`config.mk`:
```
export PLATFORM = sky130hd
export DESIGN_NAME = mem_access_unit
export DESIGN_NICKNAME = d
export VERILOG_FILES = /design/src/rtl/cpu_pkg.sv /design/src/rtl/mau_timeout_cnt.sv /design/src/rtl/mem_access_unit.sv
export SDC_FILE = /design/constraint.sdc
export NUM_CORES = 1
export LEC_CHECK = 0
export ABC_AREA = 1
export ABC_CLOCK_PERIOD_IN_PS = 7100
export CAP_MARGIN = 20
export CORE_ASPECT_RATIO = 1.75
export CORE_UTILIZATION = 45
export CTS_BUF_LIST = sky130_fd_sc_hd__clkbuf_8
export DETAILED_ROUTE_END_ITERATION = 10
export PLACE_DENSITY = 0.95
export SYNTH_ARGS = -nofsm -noshare
export SYNTH_HDL_FRONTEND = slang
export SYNTH_SLANG_ARGS = --single-unit
```
`constraint.sdc`:
```
create_clock -name clk -period 7.1 [get_ports clk]
set_input_delay 0.71 -clock clk [delete_from_list [all_inputs] [get_ports clk]]
set_output_delay 0.71 -clock clk [all_outputs]
set_load 0.005 [all_outputs]
```
`src/rtl/cpu_pkg.sv`:
```
// Shared CPU types and constants for the memory access sequencer.
package cpu_pkg;

   typedef enum logic [1:0] {
      IDLE = 2'd0,
      REQ  = 2'd1,
      DONE = 2'd2,
      ERR  = 2'd3
   } mau_state_t;

   localparam int MEM_TIMEOUT_DEFAULT = 255;

   localparam int OPCODE_MSB = 31;
   localparam int OPCODE_LSB = 26;
   localparam int FUNCT_MSB  = 5;
   localparam int FUNCT_LSB  = 0;

endpackage

```
`src/rtl/mau_timeout_cnt.sv`:
```
// Wait-cycle counter for an outstanding bus request.
// `expired` is high during the TIMEOUT-th consecutive ack-less cycle.
module mau_timeout_cnt
   import cpu_pkg::*;
#(
   parameter int TIMEOUT = MEM_TIMEOUT_DEFAULT
) (
   input  logic clk,
   input  logic rst,
   input  logic clr,
   input  logic en,
   output logic expired
);

   localparam int CNT_W = (TIMEOUT > 1) ? $clog2(TIMEOUT) : 1;

   logic [CNT_W-1:0] cnt_q, cnt_d;

   // cnt_q holds the number of ack-less cycles already completed.
   assign expired = en && (cnt_q == CNT_W'(TIMEOUT - 1));

   always_comb begin
      cnt_d = cnt_q;
      if (clr)
         cnt_d = '0;
      else if (en && !expired)
         cnt_d = cnt_q + 1'b1;
   end

   always_ff @(posedge clk or posedge rst) begin
      if (rst)
         cnt_q <= '0;
      else
         cnt_q <= cnt_d;
   end

endmodule

```
`src/rtl/mem_access_unit.sv`:
```
// Sequences controller memory intent into a req/ack bus access, stalling via clk_en (latency 2+N).
// Owns IR/MDR; optional request watchdog and sticky bus_err under MEM_TIMEOUT_EN.
module mem_access_unit
   import cpu_pkg::*;
#(
   parameter int ADDR_W  = 32,
   parameter int DATA_W  = 32,
   parameter int TIMEOUT = MEM_TIMEOUT_DEFAULT
) (
   input  logic              clk,
   input  logic              rst,
   input  logic              mem_en,
   input  logic              iord,
   input  logic              mem_write,
   input  logic              ir_write,
   input  logic [ADDR_W-1:0] pc,
   input  logic [ADDR_W-1:0] alu_out,
   input  logic [DATA_W-1:0] wdata,
   output logic              clk_en,
   output logic              mem_req,
   output logic              mem_we,
   output logic [ADDR_W-1:0] mem_addr,
   output logic [DATA_W-1:0] mem_wdata,
   input  logic              mem_ack,
   input  logic [DATA_W-1:0] mem_rdata,
   output logic [DATA_W-1:0] ir,
   output logic [5:0]        opcode,
   output logic [5:0]        funct,
   output logic [DATA_W-1:0] mdr,
   output logic              bus_err
);

   mau_state_t        state_q, state_d;
   logic              mem_req_q, mem_req_d;
   logic              mem_we_q, mem_we_d;
   logic [ADDR_W-1:0] mem_addr_q, mem_addr_d;
   logic [DATA_W-1:0] mem_wdata_q, mem_wdata_d;
   logic [DATA_W-1:0] ir_q, ir_d;
   logic [DATA_W-1:0] mdr_q, mdr_d;

`ifdef MEM_TIMEOUT_EN
   logic bus_err_q, bus_err_d;
   logic cnt_expired;

   mau_timeout_cnt #(
      .TIMEOUT (TIMEOUT)
   ) u_timeout_cnt (
      .clk     (clk),
      .rst     (rst),
      .clr     (state_q == IDLE),
      .en      ((state_q == REQ) && !mem_ack),
      .expired (cnt_expired)
   );

   assign bus_err = bus_err_q;
`else
   assign bus_err = 1'b0;
`endif

   always_comb begin
      state_d     = state_q;
      mem_req_d   = mem_req_q;
      mem_we_d    = mem_we_q;
      mem_addr_d  = mem_addr_q;
      mem_wdata_d = mem_wdata_q;
      ir_d        = ir_q;
      mdr_d       = mdr_q;
      clk_en      = 1'b0;
`ifdef MEM_TIMEOUT_EN
      bus_err_d   = bus_err_q;
`endif
      case (state_q)
         IDLE: begin
            clk_en = !mem_en;
            if (mem_en) begin
               mem_addr_d  = iord ? alu_out : pc;
               mem_wdata_d = wdata;
               mem_we_d    = mem_write;
               mem_req_d   = 1'b1;
               state_d     = REQ;
            end
         end
         REQ: begin
            // The latched write strobe, not the live input, decides read vs store.
            if (mem_ack) begin
               mem_req_d = 1'b0;
               mem_we_d  = 1'b0;
               if (!mem_we_q) begin
                  if (ir_write)
                     ir_d = mem_rdata;
                  else
                     mdr_d = mem_rdata;
               end
               state_d = DONE;
            end
`ifdef MEM_TIMEOUT_EN
            else if (cnt_expired) begin
               mem_req_d = 1'b0;
               mem_we_d  = 1'b0;
               bus_err_d = 1'b1;
               state_d   = ERR;
            end
`endif
         end
         DONE: begin
            clk_en  = 1'b1;
            state_d = IDLE;
         end
`ifdef MEM_TIMEOUT_EN
         ERR: begin
            clk_en = 1'b0;
         end
`endif
         default: begin
            state_d = IDLE;
         end
      endcase
   end

   always_ff @(posedge clk or posedge rst) begin
      if (rst) begin
         state_q     <= IDLE;
         mem_req_q   <= 1'b0;
         mem_we_q    <= 1'b0;
         mem_addr_q  <= '0;
         mem_wdata_q <= '0;
         ir_q        <= '0;
         mdr_q       <= '0;
`ifdef MEM_TIMEOUT_EN
         bus_err_q   <= 1'b0;
`endif
      end else begin
         state_q     <= state_d;
         mem_req_q   <= mem_req_d;
         mem_we_q    <= mem_we_d;
         mem_addr_q  <= mem_addr_d;
         mem_wdata_q <= mem_wdata_d;
         ir_q        <= ir_d;
         mdr_q       <= mdr_d;
`ifdef MEM_TIMEOUT_EN
         bus_err_q   <= bus_err_d;
`endif
      end
   end

   assign mem_req   = mem_req_q;
   assign mem_we    = mem_we_q;
   assign mem_addr  = mem_addr_q;
   assign mem_wdata = mem_wdata_q;
   assign ir        = ir_q;
   assign mdr       = mdr_q;
   assign opcode    = ir_q[OPCODE_MSB:OPCODE_LSB];
   assign funct     = ir_q[FUNCT_MSB:FUNCT_LSB];

endmodule

```
==> Word level (Yosys, flattened, before mapping) <==
Cells that the tools add are included.
{ "totals": {"input_bits": 135, "regBits": 132, "wordCells": 31, "output_inout_bits": 144} }
{ "op_classes": {"n_reduce_logical": 8, "eq_ne": 4, "n_bitwise": 2, "n_mux": 10} }
{ "ops": {"columns": ["op", "n"], "rows": [
  ["32-bit two-way mux", 1],
  ["4-bit AND reduction", 2],
  ["1-bit one-hot mux with 2 select lines", 3],
  ["2-bit two-way mux", 2],
  ["2-bit inequality test (second input constant)", 2],
  ["2-bit one-hot mux with 2 select lines", 1],
  ["2-bit AND reduction", 2],
  ["1-bit two-way mux", 3],
  ["3-bit AND reduction", 1],
  ["2-bit by 1-bit == test with 1-bit output (second input constant)", 1],
  ["2-bit == test (second input constant)", 1],
  ["2-bit logical NOT", 1],
  ["1-bit NOT", 2],
  ["2-bit nonzero test", 1],
  ["1-bit logical NOT", 1]
]} }

==> Depth between registers and ports, before layout <==
Gate-level depths: netlist of run 1.
{ "depth": {"word_depth": 3, "depth_mapped": 7, "depth_no_buf": 5} }

==> Least setup slack after synthesis of run 1 <==
OpenSTA, ideal clock, no wires.
{ "synth_timing": {"path_kind": "input port to output port", "start": "input port mem_en", "end": "output port clk_en", "path_stages": 1, "arrival_ns": 0.858, "t_required_ns": 6.390, "setup_slack_ns": 5.532, "n_path_buf": 0, "cell_sequence": "a21oi_1"} }
{ "synth_via": {"elab_chain_cells": 2} }
{ "synth_rtl": {"columns": ["item", "line_no", "rtl"], "rows": [
  ["start: declaration", "mem_access_unit.sv:12", "input logic mem_en,"],
  ["1-bit logical NOT", "mem_access_unit.sv:74", "clk_en = !mem_en;"],
  ["1-bit one-hot mux with 2 select lines", "mem_access_unit.sv:72", "case (state_q)"],
  ["end: declaration", "mem_access_unit.sv:19", "output logic clk_en,"]
]} }
No other way between the ends.

==> Worst setup path in the final report of run 1 <==
Ends and elaborated chain as after synthesis.

==> results of run 1 <==
kinds of logic after synthesis:
logic type / after synthesis / synth area share
flip-flops: 132 / 0.558
AO/OA/AOI/OAI: 66 / 0.0698
other: 1 / 0.000634
AND/OR/NAND/NOR: 396 / 0.265
buffers and inverters: 122 / 0.107
layer usage:
metal,track usage,up-vias,share of wire
li1,-,2650,-
met2,0.456,237,0.53
met5,0,-,0
met1,0.272,2537,0.35
met4,0.137,0,0.049
met3,0.0751,53,0.070
flip-flops by register name (all words and copies together), names as in the netlist:
signal and cells:
ir 32, mdr 32, mem_addr 32, mem_wdata 32, state_q 2, mem_req 1
mem_we 1
power groups by stage:
stage | Clock, uW | Combinational (uW) | Sequential (uW)
2_1_floorplan | 0 | 526 | 1300
3_3_place_gp | 0 | 1390 | 1280
3_5_place_dp | 0 | 1440 | 1300
4_1_cts | 596 | 1440 | 1290
5_1_grt | 626 | 1580 | 1330
6_report | 581 | 1430 | 1290
worst max-delay path: stages:
cell and delay, ps:
clkdlybuf4s50_1 450, a21oi_1 190, clkdlybuf4s50_1 520
stage by stage:
step,instances,instance area (sq um)
2_1_floorplan,717,5920
3_3_place_gp,1116,8560
3_5_place_dp,1116,8560
4_1_cts,1147,8920
5_1_grt,1147,8920
6_report,1147,8920
cell type report:
| cell class | instances | area [sq um] | share of cell area |
|---|---|---|---|
| Clock inverter | 13 | 111 | 0.0125 |
| Clock buffer | 18 | 248 | 0.0278 |
| Multi-Input combinational cell | 463 | 1980 | 0.222 |
| Tap cell | 171 | 214 | 0.0240 |
| Sequential cell | 132 | 3300 | 0.370 |
| Inverter | 70 | 268 | 0.0300 |
| Timing Repair Buffer | 280 | 2790 | 0.313 |
cell usage in the layout, fill, tap and decap left out, types with 2 or more instances in the layout:
cell type        netlist  final
o21bai_1              32     32
clkinvlp_4             0      3
buf_4                 23      3
clkdlybuf4s50_1        0    276
o21ai_0               32     32
inv_6                  0      3
clkinv_4               0      2
dfrtp_1              132    132
nand2_1              356    356
clkbuf_8               0     18
nand3_2                2      2
inv_1                 66     66
inv_2                  4      4
nand3_1               33     33
clkinv_2               0      4
final timing paths:
path	start	to	slack (ps)	cells past startpoint
min in group asynchronous	rst	mem_wdata[18]	710	2
hold / removal	mem_wdata[31]	mem_wdata[31]	480	2
setup reg to reg	state_q[0]	mem_wdata[19]	4940	6
max in group asynchronous	rst	ir[3]	5050	3
setup / recovery	mem_en	clk_en	4520	3
hold reg to reg	mem_wdata[31]	mem_wdata[31]	480	2
==> reports/results.txt, run 1 <==
endpoint class of the critical path -> output pin
cell area after synthesis -> 5920 sq um
vertical die dimension -> 154 microns
Inserted Diodes -> 0
synth-to-layout area growth -> 50.7%
setup_tns -> 0 ps
switching power -> 1070 uW
number of top-level design ports -> 279
DPL Wire Length -> 12,000 microns
Remaining Overflow, GRT -> 0
hold buffers post-CTS -> 0
DRC violations left -> 0
Layout Nets -> 1,099
worst vdd ir -> 0.180 mV
vias in the first global route -> 5,654
peak fanout along the critical path -> 2
average instance area after synthesis -> 8.25 sq um
width of the die -> 88.7 microns
count of mapped cells out of synthesis -> 717
number of synthesis warnings -> 0
pin count of the biggest net entering global routing -> 74
ratio of final minimum period to clock period -> 0.363
setup violation total in the final timing report -> 0
clock tree from TritonCTS -> done
total number of clock tree sinks -> 132
final hold vios -> 0
clk_lat worst skew -> 420 ps
post-placement worst setup slack -> 4220 ps
H-Tree Level Count -> 4
sequential share of power -> 0.391
kind of critical path -> input pin to output pin
worst hold slack after final layout -> 484 ps
run status -> finished clean
Yosys top cell by area -> dfrtp_1
die area -> 13,600 sq um
first-pass GRT wire length -> 27,100 microns
core region area -> 12,900 sq um
unrepaired setup endpoints after global routing -> false
Power Internal -> 2220 uW
post-synthesis register bit count -> 132
classification of the worst-slack hold path -> flop to flop
minimum clock period -> 2580 ps
routed length per placed instance -> 14.6 microns
top post-synthesis cells by area -> dfrtp_1 56%, nand2_1 23%, inv_1 4.2%, o21bai_1 4.1%, buf_4 2.9%
Initial Util -> 0.460
number of fill cells -> 963
via density per instance -> 4.78
count of nets left with antenna violations after detail routing -> 0
Gates resized, CTS repair -> 0
total power density per cell area -> 370 nW/um^2
number of enable-type register cells in the synthesized netlist -> 0
number of detailed-route iterations in the first pass -> 6
share of total power in combinational logic -> 0.433
number of pins with negative max-slew slack in the final report -> 0
Pwr Total -> 3300 uW
proportion of synthesized chip area in sequential cells -> 0.558
Mapped Nets -> 852
number of buffers added by the clock tree synthesis step -> 17
static leakage -> 0.00442 uW
worst path setup slack after routing -> 4520 ps
Clk Tree Root Cell -> clkbuf_8
num rows -> 55
achievable frequency -> 0.388 GHz
top cells by count, synth -> 356 x nand2_1, 132 x dfrtp_1, 66 x inv_1
drt total wl -> 16,700 microns
headroom to the max-slew limit -> 0.307
Max Root-Sink Buffers -> 2
Util after Layout -> 0.693
violation count after the first detailed-routing iteration -> 273
most used standard cell by instance count after synthesis -> nand2_1
sw frac -> 0.326
most used flip-flop cell after synthesis -> dfrtp_1
share of synthesized flip-flops with an asynchronous set or reset -> 1.00
via total after detailed routing -> 5,477
category of the worst setup path launch point -> input pin
initial antenna violation count -> 0
clock-pin slew on the worst setup and hold paths -> 70 ps
I/O Buffers -> 277
# Post-CTS Setup Buffers -> 0
worst path required time -> 6390 ps
max_cap viols -> 0
clock network fraction of total power -> 0.176
Layout Skew -> 11.1 ps
pin slew with the least headroom to its limit -> 1040 ps
final estimated routing congestion in global placement -> 0.844
count of distinct cell types in the synthesized netlist -> 21
proportion of layout cells with a drive suffix above 1 -> 0.0461
Worst EP arrival -> 1870 ps
GR Util All Layers -> 0.260
share of the synthesized area in the top cell type -> 0.558
No activity file was read; power rests on OpenSTA's default activity.
==> run 2, diff against run 1 <==
ABC_CLOCK_PERIOD_IN_PS = 2100   (was 7100)
CORE_UTILIZATION = 38   (was 45)
PLACE_DENSITY = 0.88   (was 0.95)
clock period = 2.1 ns   (was 7.1 ns; I/O delays follow)
==> run 2 against run 1 <==
Effect of this change:
- wire length increased by 1.6%
- die area increased by 18%
- critical endpoint unchanged
- total power increased to 3.5 times the previous value
- core utilization decreased by 9.7 points
- clock skew increased by 3.8 ps
- design area increased by 2.4%
- sequential power increased to 3.4 times the previous value
- final cell count increased by 2.4%
- via count increased by 1.4%
- sequential cell count unchanged
- highest routed layer unchanged
- combinational power increased to 3.4 times the previous value
==> reports/results.txt, run 2 (same netlist as run 1, synthesis figures left out) <==
run status -> finished clean (unchanged)
slack of the worst reg-to-reg path -> 580 ps (was 4940 ps)
Layout Nets -> 1,111 (was 1,099)
Clk Tree Root Cell -> clkbuf_8 (unchanged)
Critical Path Max Stage Delay -> 550 ps (was 520 ps)
Worst EP arrival -> 1660 ps (was 1870 ps)
share of total power in combinational logic -> 0.428 (was 0.433)
first-pass GRT wire length -> 27,500 microns (was 27,100 microns)
R2R Path End -> mdr[13] (was mem_wdata[19])
launch instance of the worst register-to-register path -> mem_we (was state_q[0])
Power Internal -> 7730 uW (was 2220 uW)
most common cell after layout, fill and taps aside -> nand2_1 (unchanged)
slowest stage cell on the critical path -> clkdlybuf4s50_1 (unchanged)
# Post-CTS Setup Buffers -> 0 (unchanged)
Layout Skew -> 14.8 ps (was 11.1 ps)
sw frac -> 0.324 (was 0.326)
achievable frequency -> 0.534 GHz
num rows -> 60 (was 55)
Inserted Diodes -> 0 (unchanged)
initial antenna violation count -> 0 (unchanged)
sequential share of power -> 0.381 (was 0.391)
number of pins with negative max-slew slack in the final report -> 0 (unchanged)
Pwr Total -> 11,400 uW (was 3300 uW)
switching power -> 3700 uW (was 1070 uW)
static leakage -> 0.00451 uW (was 0.00442 uW)
vias in the first global route -> 5,627 (was 5,654)
via total after detailed routing -> 5,551 (was 5,477)
clk_lat worst skew -> 430 ps (was 420 ps)
GR Util All Layers -> 0.222 (was 0.260)
proportion of layout cells with a drive suffix above 1 -> 0.0586 (was 0.0461)
pin count of the biggest net entering global routing -> 61 (was 74)
unrepaired setup endpoints after global routing -> false (unchanged)
core region area -> 15,300 sq um (was 12,900 sq um)
H-Tree Level Count -> 4 (unchanged)
kind of critical path -> flop to output pin (was input pin to output pin)
peak fanout along the critical path -> 3 (was 2)
count of nets left with antenna violations after detail routing -> 0 (unchanged)
setup_tns -> 0 ps (unchanged)
max_cap viols -> 0 (unchanged)
classification of the worst-slack hold path -> input pin to asynchronous set/reset pin (was flop to flop)
Max Root-Sink Buffers -> 2 (unchanged)
drt total wl -> 17,000 microns (was 16,700 microns)
hold buffers post-CTS -> 0 (unchanged)
synth-to-layout area growth -> 54.2% (was 50.7%)
category of the worst setup path launch point -> flop (was input pin)
worst-path cell chain -> inv_2, a21oi_1, clkdlybuf4s50_1 (was clkdlybuf4s50_1, a21oi_1, clkdlybuf4s50_1)
Gates resized, CTS repair -> 0 (unchanged)
DPL Wire Length -> 12,300 microns (was 12,000 microns)
number of buffers added by the clock tree synthesis step -> 17 (unchanged)
final hold vios -> 0 (unchanged)
ratio of final minimum period to clock period -> 0.892
I/O Buffers -> 277 (unchanged)
commonest non-fill, non-tap cells in the layout -> 356 x nand2_1, 276 x clkdlybuf4s50_1, 132 x dfrtp_1 (unchanged)
Remaining Overflow, GRT -> 0 (unchanged)
violation count after the first detailed-routing iteration -> 248 (was 273)
DRC violations left -> 0 (unchanged)
worst vdd ir -> 0.467 mV (was 0.180 mV)
number of fill cells -> 1,306 (was 963)
die area -> 16,100 sq um (was 13,600 sq um)
routed length per placed instance -> 14.5 microns (was 14.6 microns)
final standard cell area without fillers -> 9130 sq um (was 8920 sq um)
clock-pin slew on the worst setup and hold paths -> 90 ps (was 70 ps)
number of top-level design ports -> 279 (unchanged)
number of detailed-route iterations in the first pass -> 4 (was 6)
length in cells of the worst reg-to-reg path -> 5 (was 6)
Util after Layout -> 0.596 (was 0.693)
total number of clock tree sinks -> 132 (unchanged)
total power density per cell area -> 1250 nW/um^2 (was 370 nW/um^2)
vertical die dimension -> 167 microns (was 154 microns)
Initial Util -> 0.386 (was 0.460)
clock network fraction of total power -> 0.191 (was 0.176)
endpoint class of the critical path -> output pin (unchanged)
via density per instance -> 4.72 (was 4.78)
minimum clock period -> 1870 ps
Placed Area -> 8730 sq um (was 8560 sq um)
width of the die -> 96.3 microns (was 88.7 microns)
clock tree from TritonCTS -> done (unchanged)
worst path required time -> 1890 ps (was 6390 ps)
final estimated routing congestion in global placement -> 0.785 (was 0.844)
setup violation total in the final timing report -> 0 (unchanged)
-- run 2: through the flow --
| stage | hold slack, ps | setup WS, ps | cells |
|---|---|---|---|
| 6_report | 68.7 | 226 | 1175 |
| 5_1_grt | 55.7 | 176 | 1175 |
| 4_1_cts | 34.6 | 214 | 1175 |
| 3_5_place_dp | 464 | 389 | 1143 |
| 3_3_place_gp | 454 | 438 | 1143 |
| 2_1_floorplan | 305 | 253 | 717 |
-- run 2: cell type report --
| type | instances | area, sq um | area share |
|---|---|---|---|
| Sequential cell | 132 | 3300 | 0.362 |
| Timing Repair Buffer | 292 | 2940 | 0.322 |
| Multi-Input combinational cell | 463 | 1980 | 0.217 |
| Inverter | 70 | 267 | 0.0292 |
| Clock buffer | 18 | 248 | 0.0271 |
| Tap cell | 186 | 233 | 0.0255 |
| Clock inverter | 14 | 153 | 0.0167 |
-- run 2: worst max-delay path by stage --
| stage | slack, ps | to | depth (start not counted) | from |
|---|---|---|---|---|
| 2_1_floorplan | 250 | ir[0] | 1 | rst |
| 3_5_place_dp | 390 | ir[21] | 6 | ir_write |
| 6_report | 230 | clk_en | 3 | state_q[1] |
| 4_1_cts | 210 | clk_en | 3 | state_q[1] |
| 5_1_grt | 180 | clk_en | 3 | state_q[1] |
| 3_3_place_gp | 440 | ir[28] | 6 | ir_write |
-- run 2: worst max-delay path, delay by kind of cell, from the launching register on --
kind	cells	cell delay, ps
buffers and inverters	2	630
AOI/OAI and AO/OA	1	220
DFF	1	400
-- run 2: layer usage --
metal / share of wire / vias up / GRT usage
met4: 0.034 / 0 / 0.0991
met3: 0.081 / 41 / 0.0713
met5: 0 / - / 0
met1: 0.36 / 2567 / 0.238
li1: - / 2682 / -
met2: 0.53 / 261 / 0.386
-- run 2: power by group through the flow --
stage          sequential [uW]  combinational [uW]  clock (uW)
2_1_floorplan             4400                1780           0
3_3_place_gp              4340                4790           0
3_5_place_dp              4380                4900           0
4_1_cts                   4350                4940        2260
5_1_grt                   4490                5390        2360
6_report                  4350                4880        2180
